File: config.mk
export PLATFORM = sky130hd
export DESIGN_NAME = alu_seq_ctrl_flat
export DESIGN_NICKNAME = d
export VERILOG_FILES = /design/src/rtl/alu_seq_ctrl_if.sv /design/src/rtl/alu_seq_ctrl.sv /design/src/flat_wrapper.sv
export SDC_FILE = /design/constraint.sdc
export NUM_CORES = 1
export LEC_CHECK = 0
export BUFFER_PORTS_ARGS = -buffer_cell sky130_fd_sc_hd__buf_2
export CORE_MARGIN = 2
export CORE_UTILIZATION = 41
export DETAILED_ROUTE_END_ITERATION = 10
export PLACE_DENSITY_LB_ADDON = 0.15
export SLEW_MARGIN = 5
export SYNTH_ARGS = -nofsm -noshare
export SYNTH_HDL_FRONTEND = slang
export SYNTH_SLANG_ARGS = --single-unit
File: constraint.sdc
create_clock -name clk -period 1.7 [get_ports clk]
set_clock_uncertainty 0.2 [all_clocks]
set_input_delay 0.085 -clock clk [delete_from_list [all_inputs] [get_ports clk]]
set_output_delay 0.085 -clock clk [all_outputs]
set_load 0.02 [all_outputs]
File: src/rtl/alu_seq_ctrl_if.sv
// Opcode package and the handshake/bus interface for the multi-byte ALU
// operation sequencer.
//
// alu_seq_pkg     : 4-bit ALU function codes shared by the sequencer,
//                   the ALU and the issuing side.
// alu_seq_ctrl_if : request channel (req_*), operand byte-pair channel
//                   (op*_), ALU drive/return (alu_*), result stream
//                   (res_*), architectural flags and the done pulse.
//   modport slave  - the sequencer's view
//   modport master - the issuing side / ALU / result consumer view
package alu_seq_pkg;
  localparam logic [3:0] ADD_FN  = 4'h0;
  localparam logic [3:0] ADDC_FN = 4'h1;
  localparam logic [3:0] SUB_FN  = 4'h2;
  localparam logic [3:0] SUBC_FN = 4'h3;
  localparam logic [3:0] AND_FN  = 4'h4;
  localparam logic [3:0] OR_FN   = 4'h5;
  localparam logic [3:0] XOR_FN  = 4'h6;
  localparam logic [3:0] MASK_FN = 4'h7;
  localparam logic [3:0] SHL_FN  = 4'h8;
  localparam logic [3:0] SHR_FN  = 4'h9;
  localparam logic [3:0] ROL_FN  = 4'hA;
  localparam logic [3:0] ROR_FN  = 4'hB;
endpackage

interface alu_seq_ctrl_if #(
  parameter int LW = 3
);
  logic          req_valid;
  logic          req_ready;
  logic [3:0]    req_op;
  logic [LW-1:0] req_len;
  logic          op_valid;
  logic          op_ready;
  logic [7:0]    opa_data;
  logic [7:0]    opb_data;
  logic [7:0]    alu_in1;
  logic [7:0]    alu_in2;
  logic          alu_cin;
  logic [3:0]    alu_opcode;
  logic [7:0]    alu_out;
  logic          alu_cout;
  logic          alu_z;
  logic [7:0]    res_data;
  logic          res_valid;
  logic          res_ready;
  logic          res_last;
  logic          flag_c;
  logic          flag_z;
  logic          done;

  modport slave (
    input  req_valid, req_op, req_len, op_valid, opa_data, opb_data,
           alu_out, alu_cout, alu_z, res_ready,
    output req_ready, op_ready, alu_in1, alu_in2, alu_cin, alu_opcode,
           res_data, res_valid, res_last, flag_c, flag_z, done
  );

  modport master (
    output req_valid, req_op, req_len, op_valid, opa_data, opb_data,
           alu_out, alu_cout, alu_z, res_ready,
    input  req_ready, op_ready, alu_in1, alu_in2, alu_cin, alu_opcode,
           res_data, res_valid, res_last, flag_c, flag_z, done
  );
endinterface

File: src/rtl/alu_seq_ctrl.sv
// Multi-byte operation sequencer driving an 8-bit ALU.
// Accepts one request (opcode, length-1), streams operand byte-pairs
// LSB first through the ALU, chains carry/borrow between bytes, registers
// each result byte onto a one-entry output stream and updates the C/Z
// flags on the last byte.
//
// Ports:
//   clk - clock, all state on rising edge
//   rst - synchronous active-high reset
//   bus - alu_seq_ctrl_if.slave: request, operand, ALU, result, flags, done
module alu_seq_ctrl #(
  parameter int MAX_LEN = 8,
  parameter int LW      = $clog2(MAX_LEN)
) (
  input logic           clk,
  input logic           rst,
  alu_seq_ctrl_if.slave bus
);
  import alu_seq_pkg::*;

  typedef enum logic [1:0] {IDLE, RUN, DRAIN} state_e;

  state_e        state;
  logic [3:0]    op_q;
  logic [LW-1:0] len_q;
  logic [LW-1:0] count;
  logic          run_z;     // AND of per-byte zero flags so far
  logic          carry_q;   // carry/borrow out of the previous byte

  logic accept;
  logic consume;
  logic first_byte;
  logic last_byte;

  assign bus.req_ready = (state == IDLE);
  // One-entry output register: a new byte may enter when the slot is empty
  // or is being drained this same cycle.
  assign bus.op_ready  = (state == RUN) && (!bus.res_valid || bus.res_ready);
  assign accept        = bus.op_valid && bus.op_ready;
  assign consume       = bus.res_valid && bus.res_ready;
  assign first_byte    = (count == '0);
  assign last_byte     = (count == len_q);

  // ALU drive: byte 0 of ADD/SUB starts a fresh chain, later bytes switch to
  // the carry-in form; ADDC/SUBC requests chain from the architectural flag.
  always_comb begin
    // NOTE: every output gets a default before any branch so no path leaves
    // a value held, which would otherwise infer a latch.
    bus.alu_in1    = '0;
    bus.alu_in2    = '0;
    bus.alu_opcode = '0;
    bus.alu_cin    = 1'b0;
    if (state == RUN) begin
      bus.alu_in1    = bus.opa_data;
      bus.alu_in2    = bus.opb_data;
      bus.alu_opcode = op_q;
      case (op_q)
        ADD_FN: begin
          bus.alu_opcode = first_byte ? ADD_FN : ADDC_FN;
          bus.alu_cin    = first_byte ? 1'b0 : carry_q;
        end
        SUB_FN: begin
          bus.alu_opcode = first_byte ? SUB_FN : SUBC_FN;
          bus.alu_cin    = first_byte ? 1'b0 : carry_q;
        end
        ADDC_FN, SUBC_FN: begin
          bus.alu_cin = first_byte ? bus.flag_c : carry_q;
        end
        default: ;
      endcase
    end
  end

  // NOTE: all registers use non-blocking assignments so each one samples
  // the pre-edge value of every other, independent of statement order.
  always_ff @(posedge clk) begin
    if (rst) begin
      // NOTE: reset is synchronous and overrides everything, including an
      // in-flight request; context registers are cleared too so a
      // post-reset state is fully deterministic.
      state         <= IDLE;
      op_q          <= '0;
      len_q         <= '0;
      count         <= '0;
      run_z         <= 1'b0;
      carry_q       <= 1'b0;
      bus.res_data  <= '0;
      bus.res_valid <= 1'b0;
      bus.res_last  <= 1'b0;
      bus.flag_c    <= 1'b0;
      bus.flag_z    <= 1'b0;
      bus.done      <= 1'b0;
    end else begin
      bus.done <= 1'b0;
      case (state)
        IDLE: begin
          if (bus.req_valid) begin
            op_q  <= bus.req_op;
            len_q <= bus.req_len;
            count <= '0;
            run_z <= 1'b1;
            state <= RUN;
          end
        end
        RUN: begin
          if (consume) bus.res_valid <= 1'b0;
          // A capture in the same cycle as a consume wins, keeping
          // res_valid high with the new byte.
          if (accept) begin
            bus.res_data  <= bus.alu_out;
            bus.res_valid <= 1'b1;
            bus.res_last  <= last_byte;
            carry_q       <= bus.alu_cout;
            run_z         <= run_z & bus.alu_z;
            count         <= count + 1'b1;
            if (last_byte) begin
              bus.flag_c <= bus.alu_cout;
              bus.flag_z <= run_z & bus.alu_z;
              state      <= DRAIN;
            end
          end
        end
        DRAIN: begin
          // Only the final byte can be pending here.
          if (consume && bus.res_last) begin
            bus.res_valid <= 1'b0;
            bus.done      <= 1'b1;
            state         <= IDLE;
          end
        end
        default: state <= IDLE;
      endcase
    end
  end
endmodule
File: src/flat_wrapper.sv
// flat-port wrapper written by rule: the top's interface ports become plain ports
module alu_seq_ctrl_flat import alu_seq_pkg::*;
#(
  parameter int MAX_LEN = 8,
  parameter int LW      = $clog2(MAX_LEN)
)
  (clk, rst, bus_req_valid, bus_req_op, bus_req_len, bus_op_valid, bus_opa_data, bus_opb_data, bus_alu_out, bus_alu_cout, bus_alu_z, bus_res_ready, bus_req_ready, bus_op_ready, bus_alu_in1, bus_alu_in2, bus_alu_cin, bus_alu_opcode, bus_res_data, bus_res_valid, bus_res_last, bus_flag_c, bus_flag_z, bus_done);
  alu_seq_ctrl_if #(.LW(LW)) bus_i ();
  input logic clk;
  input logic rst;
  input wire logic [$bits(bus_i.req_valid)-1:0] bus_req_valid;
  input wire logic [$bits(bus_i.req_op)-1:0] bus_req_op;
  input wire logic [$bits(bus_i.req_len)-1:0] bus_req_len;
  input wire logic [$bits(bus_i.op_valid)-1:0] bus_op_valid;
  input wire logic [$bits(bus_i.opa_data)-1:0] bus_opa_data;
  input wire logic [$bits(bus_i.opb_data)-1:0] bus_opb_data;
  input wire logic [$bits(bus_i.alu_out)-1:0] bus_alu_out;
  input wire logic [$bits(bus_i.alu_cout)-1:0] bus_alu_cout;
  input wire logic [$bits(bus_i.alu_z)-1:0] bus_alu_z;
  input wire logic [$bits(bus_i.res_ready)-1:0] bus_res_ready;
  output wire logic [$bits(bus_i.req_ready)-1:0] bus_req_ready;
  output wire logic [$bits(bus_i.op_ready)-1:0] bus_op_ready;
  output wire logic [$bits(bus_i.alu_in1)-1:0] bus_alu_in1;
  output wire logic [$bits(bus_i.alu_in2)-1:0] bus_alu_in2;
  output wire logic [$bits(bus_i.alu_cin)-1:0] bus_alu_cin;
  output wire logic [$bits(bus_i.alu_opcode)-1:0] bus_alu_opcode;
  output wire logic [$bits(bus_i.res_data)-1:0] bus_res_data;
  output wire logic [$bits(bus_i.res_valid)-1:0] bus_res_valid;
  output wire logic [$bits(bus_i.res_last)-1:0] bus_res_last;
  output wire logic [$bits(bus_i.flag_c)-1:0] bus_flag_c;
  output wire logic [$bits(bus_i.flag_z)-1:0] bus_flag_z;
  output wire logic [$bits(bus_i.done)-1:0] bus_done;
  assign bus_i.req_valid = bus_req_valid;
  assign bus_i.req_op = bus_req_op;
  assign bus_i.req_len = bus_req_len;
  assign bus_i.op_valid = bus_op_valid;
  assign bus_i.opa_data = bus_opa_data;
  assign bus_i.opb_data = bus_opb_data;
  assign bus_i.alu_out = bus_alu_out;
  assign bus_i.alu_cout = bus_alu_cout;
  assign bus_i.alu_z = bus_alu_z;
  assign bus_i.res_ready = bus_res_ready;
  assign bus_req_ready = bus_i.req_ready;
  assign bus_op_ready = bus_i.op_ready;
  assign bus_alu_in1 = bus_i.alu_in1;
  assign bus_alu_in2 = bus_i.alu_in2;
  assign bus_alu_cin = bus_i.alu_cin;
  assign bus_alu_opcode = bus_i.alu_opcode;
  assign bus_res_data = bus_i.res_data;
  assign bus_res_valid = bus_i.res_valid;
  assign bus_res_last = bus_i.res_last;
  assign bus_flag_c = bus_i.flag_c;
  assign bus_flag_z = bus_i.flag_z;
  assign bus_done = bus_i.done;
  alu_seq_ctrl #(.MAX_LEN(MAX_LEN), .LW(LW)) u_core (.clk(clk), .rst(rst), .bus(bus_i));
endmodule
Word-level counts from Yosys, hierarchy flattened:

Index checks and enable logic that the tools add are counted.

* register bits after elaboration: 27
* input port bits: 38
* output and inout bits: 36
* word-level logic and storage cells: 72

* $add $sub $neg: 1
* eq/ne operators: 11
* multiplexer cells: 26
* bitwise gates (word level): 2
* reduce and logical (&&, ||, !) cells: 20

Operators by type and width (count)
* 8-bit two-way mux: 2
* 1-bit two-way mux: 11
* 3-bit AND reduction: 3
* 4-bit by 2-bit == test with 1-bit output (second input constant): 2
* 2-bit two-way mux: 4
* 4-bit one-hot mux with 2 select lines: 1
* 3-bit two-way mux: 2
* 2-bit by 1-bit inequality test with 1-bit output (second input constant): 3
* 1-bit one-hot mux with 2 select lines: 3
* 2-bit one-hot mux with 3 select lines: 1
* 3-bit one-hot mux with 2 select lines: 1
* 2-bit OR reduction: 3
* 4-bit by 1-bit == test with 1-bit output (second input constant): 1
* 1-bit logical AND: 4
* 4-bit zero test: 1
* 4-bit two-way mux: 1
* 2-bit AND reduction: 2
* 4-bit AND reduction: 1
* 2-bit nonzero test: 2
* 3-bit by 1-bit adder with 3-bit output (second input constant): 1
* 3-bit == test: 1
* 3-bit zero test: 1
* 3-bit by 1-bit inequality test with 1-bit output (second input constant): 1
* 2-bit by 1-bit == test with 1-bit output (second input constant): 1
* other kinds (7): 7

Depth between registers and ports, before layout:

* depth after elaboration: 6
* mapped depth: 7
* gate-level depth less buffers: 6

Worst setup path after synthesis:

Ideal clock, no wire load.

* path kind: register to output
* start point: register u_core.state[1]
* end point: output port bus_alu_cin
* data arrival time: 1620 ps
* required time: 1415 ps
* setup slack: -205 ps
* cell stages (with the launch flop): 6
* buffers on the path: 1
* cell sequence: dfxtp_1 -> inv_1 -> ha_1 -> buf_2 -> inv_2 -> nor4_1

* word-level cells in the longest chain between the ends: 2

RTL lines
* from (decl): RTL line alu_seq_ctrl.sv:23 `state_e state;`
* from (signal assigned): RTL line alu_seq_ctrl.sv:81 `state <= IDLE;`
* from (signal assigned): RTL line alu_seq_ctrl.sv:102 `state <= RUN;`
* from (signal assigned): RTL line alu_seq_ctrl.sv:119 `state <= DRAIN;`
* 2-bit by 1-bit == test with 1-bit output: RTL line alu_seq_ctrl.sv:53 `if (state == RUN) begin`
* 1-bit two-way mux: RTL line alu_seq_ctrl.sv:53
* to (decl): RTL line flat_wrapper.sv:25 `output wire logic [$bits(bus_i.alu_cin)-1:0] bus_alu_cin;`

No other way between the ends.

Worst setup path in the final report:

* start point: register u_core.count[1]
* end point: output port bus_alu_cin

* word-level cells in the longest chain between the ends: 4
* elaborated cells between the ends (all ways): 5
* those cells by class: mux (4); reduce/logical (1)

RTL lines
* from (decl): RTL line alu_seq_ctrl.sv:26 `logic [LW-1:0] count;`
* from (signal assigned): RTL line alu_seq_ctrl.sv:115 `count <= count + 1'b1;`
* 3-bit zero test (*): RTL line alu_seq_ctrl.sv:41 `assign first_byte = (count == '0);`
* 1-bit two-way mux (on tied branches): RTL line alu_seq_ctrl.sv:67, alu_seq_ctrl.sv:60, alu_seq_ctrl.sv:64
* 1-bit one-hot mux with 2 select lines (*): RTL line alu_seq_ctrl.sv:57 `case (op_q)`
* 1-bit two-way mux (*): RTL line alu_seq_ctrl.sv:53

Mark *: on every way between the ends. The rest lies on a longest branch, timed or not.

==> flow_summary.ini <==
[routing]
ant_nets = 0
post_drt_wl_per_cell_microns = 12.7
vias = 1681
drt_iter0_drc = 48
wirelength_microns = 4270
drcViolationCount = 0
drt_pass1_iterations = 4
avgViaCountPerCell = 5.00

[power]
intPower_w = 0.00169
seq_power_share_pct = 28.4
power_density_nw_per_um2 = 1170
ir_worst_vdd_v = 0.000632
swShare_pct = 41.0
combPwrFrac_pct = 61.3
p_clk_share_pct = 10.3
power_leakage_nw = 1.08
power_switching_w = 0.00117

[global_routing]
grt_max_degree = 23
grt_pass1_vias = 1539
grt-ovfl-total = 0
antenna_found_initial = 0
grt_pass1_wl_microns = 6760
grt_use_total_pct = 20.3

[sta]
setup_viol = 2
setup_slack_ns = -0.192
fmax_mhz = 529
rsz0062_at_grt = true
slew_violations = 0
hold_violations = 0
max-slew-margin-rel_pct = 72.0
setup_tns_ns = -0.324
whs_ns = 0.267
period_share_pct = 111
finalCriticalPeriod_ns = 1.89
worst_pin_slew_ns = 0.420

[floorplanning]
dieHeight_microns = 63.9
die-width_microns = 63.9
io_pins = 74
row_count = 21
core_sq_um = 3390
start_util_pct = 43.4
die-area_sq_um = 4090

[worst_setup_path]
max_stage_delay_ns = 0.37
crit_buf_inv = 2
path_cells = inv_1 > ha_4 > nor2b_4 > nor2b_1 > a31oi_1 > nor4_2 > buf_4
cp.arrival_ns = 1.61
crit_type = reg -> out
cpMaxStageDelayCell = dfxtp_2
required_ns = 1.41
path_delay_family = simple AND/OR/NAND/NOR gates
cp_max_fo = 3
cp-start-kind = flop
endpoint_kind = primary output

[logic_synthesis]
synth_simple_gate_area_share_pct = 33.7
synth_top_family_by_area = simple AND/OR/NAND/NOR gates
yosysWarnings = 0
avgSynthCellArea_sq_um = 8.09
synth_xor_area_share_pct = 1.78
synth-seq-area-share_pct = 36.7
synth_cells = 182
synth.top_cell.area_share_pct = 36.7
synth_cell_types = 36
synth_top_cell_by_area = dfxtp_1
synth_area_sq_um = 1470
synth_compound_area_share_pct = 14.6
synthAdderAreaFrac_pct = 5.10
synth.area.top_cells = dfxtp_1, a21oi_1, and2_1
syn_nets = 226
yosys_register_bits = 27
yosys-mux-area-fraction_pct = 2.12

[placement]
gp_congestion = 0.781
preCtsSetupSlack_ns = -0.0179
hpwl_microns = 2820
io_buffers = 73

[clock_tree]
insertion_delay_ns = 0.33
numCtsBuffers = 3
clk_path_buf_depth = 2
clkTransAtPathRegs_ns = 0.16
cts_htree_levels = 1
cts_sinks = 27
cts-root-buf = clkbuf_4
cts_tree = built

[job]
drv_cap = 0

[status]
violations = setup timing
status = complete, but fails checks

[final_layout]
ff_latch_area_sq_um = 551
multi_input_area_sq_um = 950
layout-drive-gt1-share_pct = 43.1
area_delta_synth_final_pct = 65.9
fin_nets = 335
fillCellCount = 265
diodes = 0
final_util_pct = 72.1

[min_path]
min_path_type = reg -> reg
synth_stat cells (all sizes together):
cell type and n:
a21boi 1, a21oi 25, a31oi 2, and2 20, and3 2, buf 7
clkbuf 4, dfxtp 27, ha 6, inv 5, mux2 1, mux2i 2
nand2 31, nand2b 1, nand3 12, nand3b 1, nand4 3, nor2 4
nor2b 7, nor3 1, nor3b 2, nor4 1, o21a 1, o21ai 6
o311ai 2, o31ai 2, or3 2, or4 1, xnor2 3
through the flow:
step | area, sq um | total power [W] | std cells
floorplan | 1490 | 0.00167 | 182
global placement | 1970 | 0.00220 | 304
detailed placement | 1970 | 0.00221 | 304
CTS | 2270 | 0.00259 | 331
global route | 2440 | 0.00304 | 336
finish | 2440 | 0.00286 | 336
sequential cells by signal, summed over array words and instances, names as in the netlist:
register and count:
u_core.bus.done 1, u_core.bus.res_data 8, u_core.carry_q 1, u_core.bus.res_last 1, u_core.op_q 4, u_core.state 2, u_core.bus.flag_z 1, u_core.bus.flag_c 1
u_core.run_z 1, u_core.bus.res_valid 1, u_core.len_q 3, u_core.count 3
cell type report:
cell class                 count  share of cell area (%)
inverter                       5                   0.973
timing repair buffer         115                    34.1
sequential                    27                    22.5
clock buffer                   3                   0.922
multi-input combinational    139                    38.9
clock inverter                 1                   0.307
tap                           46                    2.36
worst paths after layout:
check,to,startpoint,cells past startpoint,slack [ns]
hold reg to reg,u_core.op_q[1],u_core.op_q[1],2,0.27
hold / removal,u_core.op_q[1],u_core.op_q[1],2,0.27
setup / recovery,bus_alu_cin,u_core.count[1],7,-0.19
setup reg to reg,u_core.count[2],u_core.state[1],7,0.01
metal layers:
metal	vias to the layer above	wire length (microns)	track usage (%)	share of wire (%)
li1	838	-	-	-
met1	773	1810	24.4	42
met2	66	2120	36.5	50
met3	4	297	2.82	7.0
met4	0	42	7.34	0.98
met5	-	0	0	0
power groups by stage:
stage / clock network, W / logic, W / registers (W)
floorplan: 0 / 0.000835 / 0.000839
global placement: 0 / 0.00139 / 0.000809
detailed placement: 0 / 0.00139 / 0.000811
CTS: 0.000300 / 0.00148 / 0.000810
global route: 0.000325 / 0.00189 / 0.000827
finish: 0.000293 / 0.00175 / 0.000813
cells in the final DEF (no fill, tap or decap), types with 2 or more instances in the layout:
master	instances
inv_2	2
nor2b_4	2
nand3_1	11
buf_4	17
inv_4	2
o311ai_1	2
a21oi_2	4
dfxtp_4	2
dlygate4sd3_1	21
o21ai_0	3
ha_4	3
nor2b_1	4
nand2_1	30
o31ai_1	2
a21oi_1	20
nor2_1	4
nand4_1	3
and2_1	19
buf_6	11
mux2i_1	2
xnor2_1	3
ha_1	3
buf_12	2
dfxtp_1	23
nor3b_1	2
buf_2	63
clkbuf_4	3
dfxtp_2	2
or3_1	2
o21ai_1	3
cells by family (layout without fill, tap and decap cells):
group                      count (synthesis)  count (layout)
muxes                                      3               3
xor gates and xnor gates                   3               3
buffers and inverters                     16             124
DFF                                       27              27
and+or+nand+nor                           88              88
AOI/OAI and AO/OA                         39              39
adders and majority gates                  6               6
timing repair:
item / CTS / global route
buffers inserted: 2 / 5
hold buffers: 21 / 0
cloned: 0 / 0
setup endpoints to repair: 29 / 28
gates resized for setup: 16 / 35
pin swaps: 2 / 4
hold endpoints to repair: 24 / 0
tightest hold or removal path, delay by kind of cell (launching register included):
| family | cells | cell delay (ns) |
|---|---|---|
| compound gates | 1 | 0.05 |
| flops | 1 | 0.34 |
| simple gates | 1 | 0.05 |
Power figures use the tool's default switching activity.
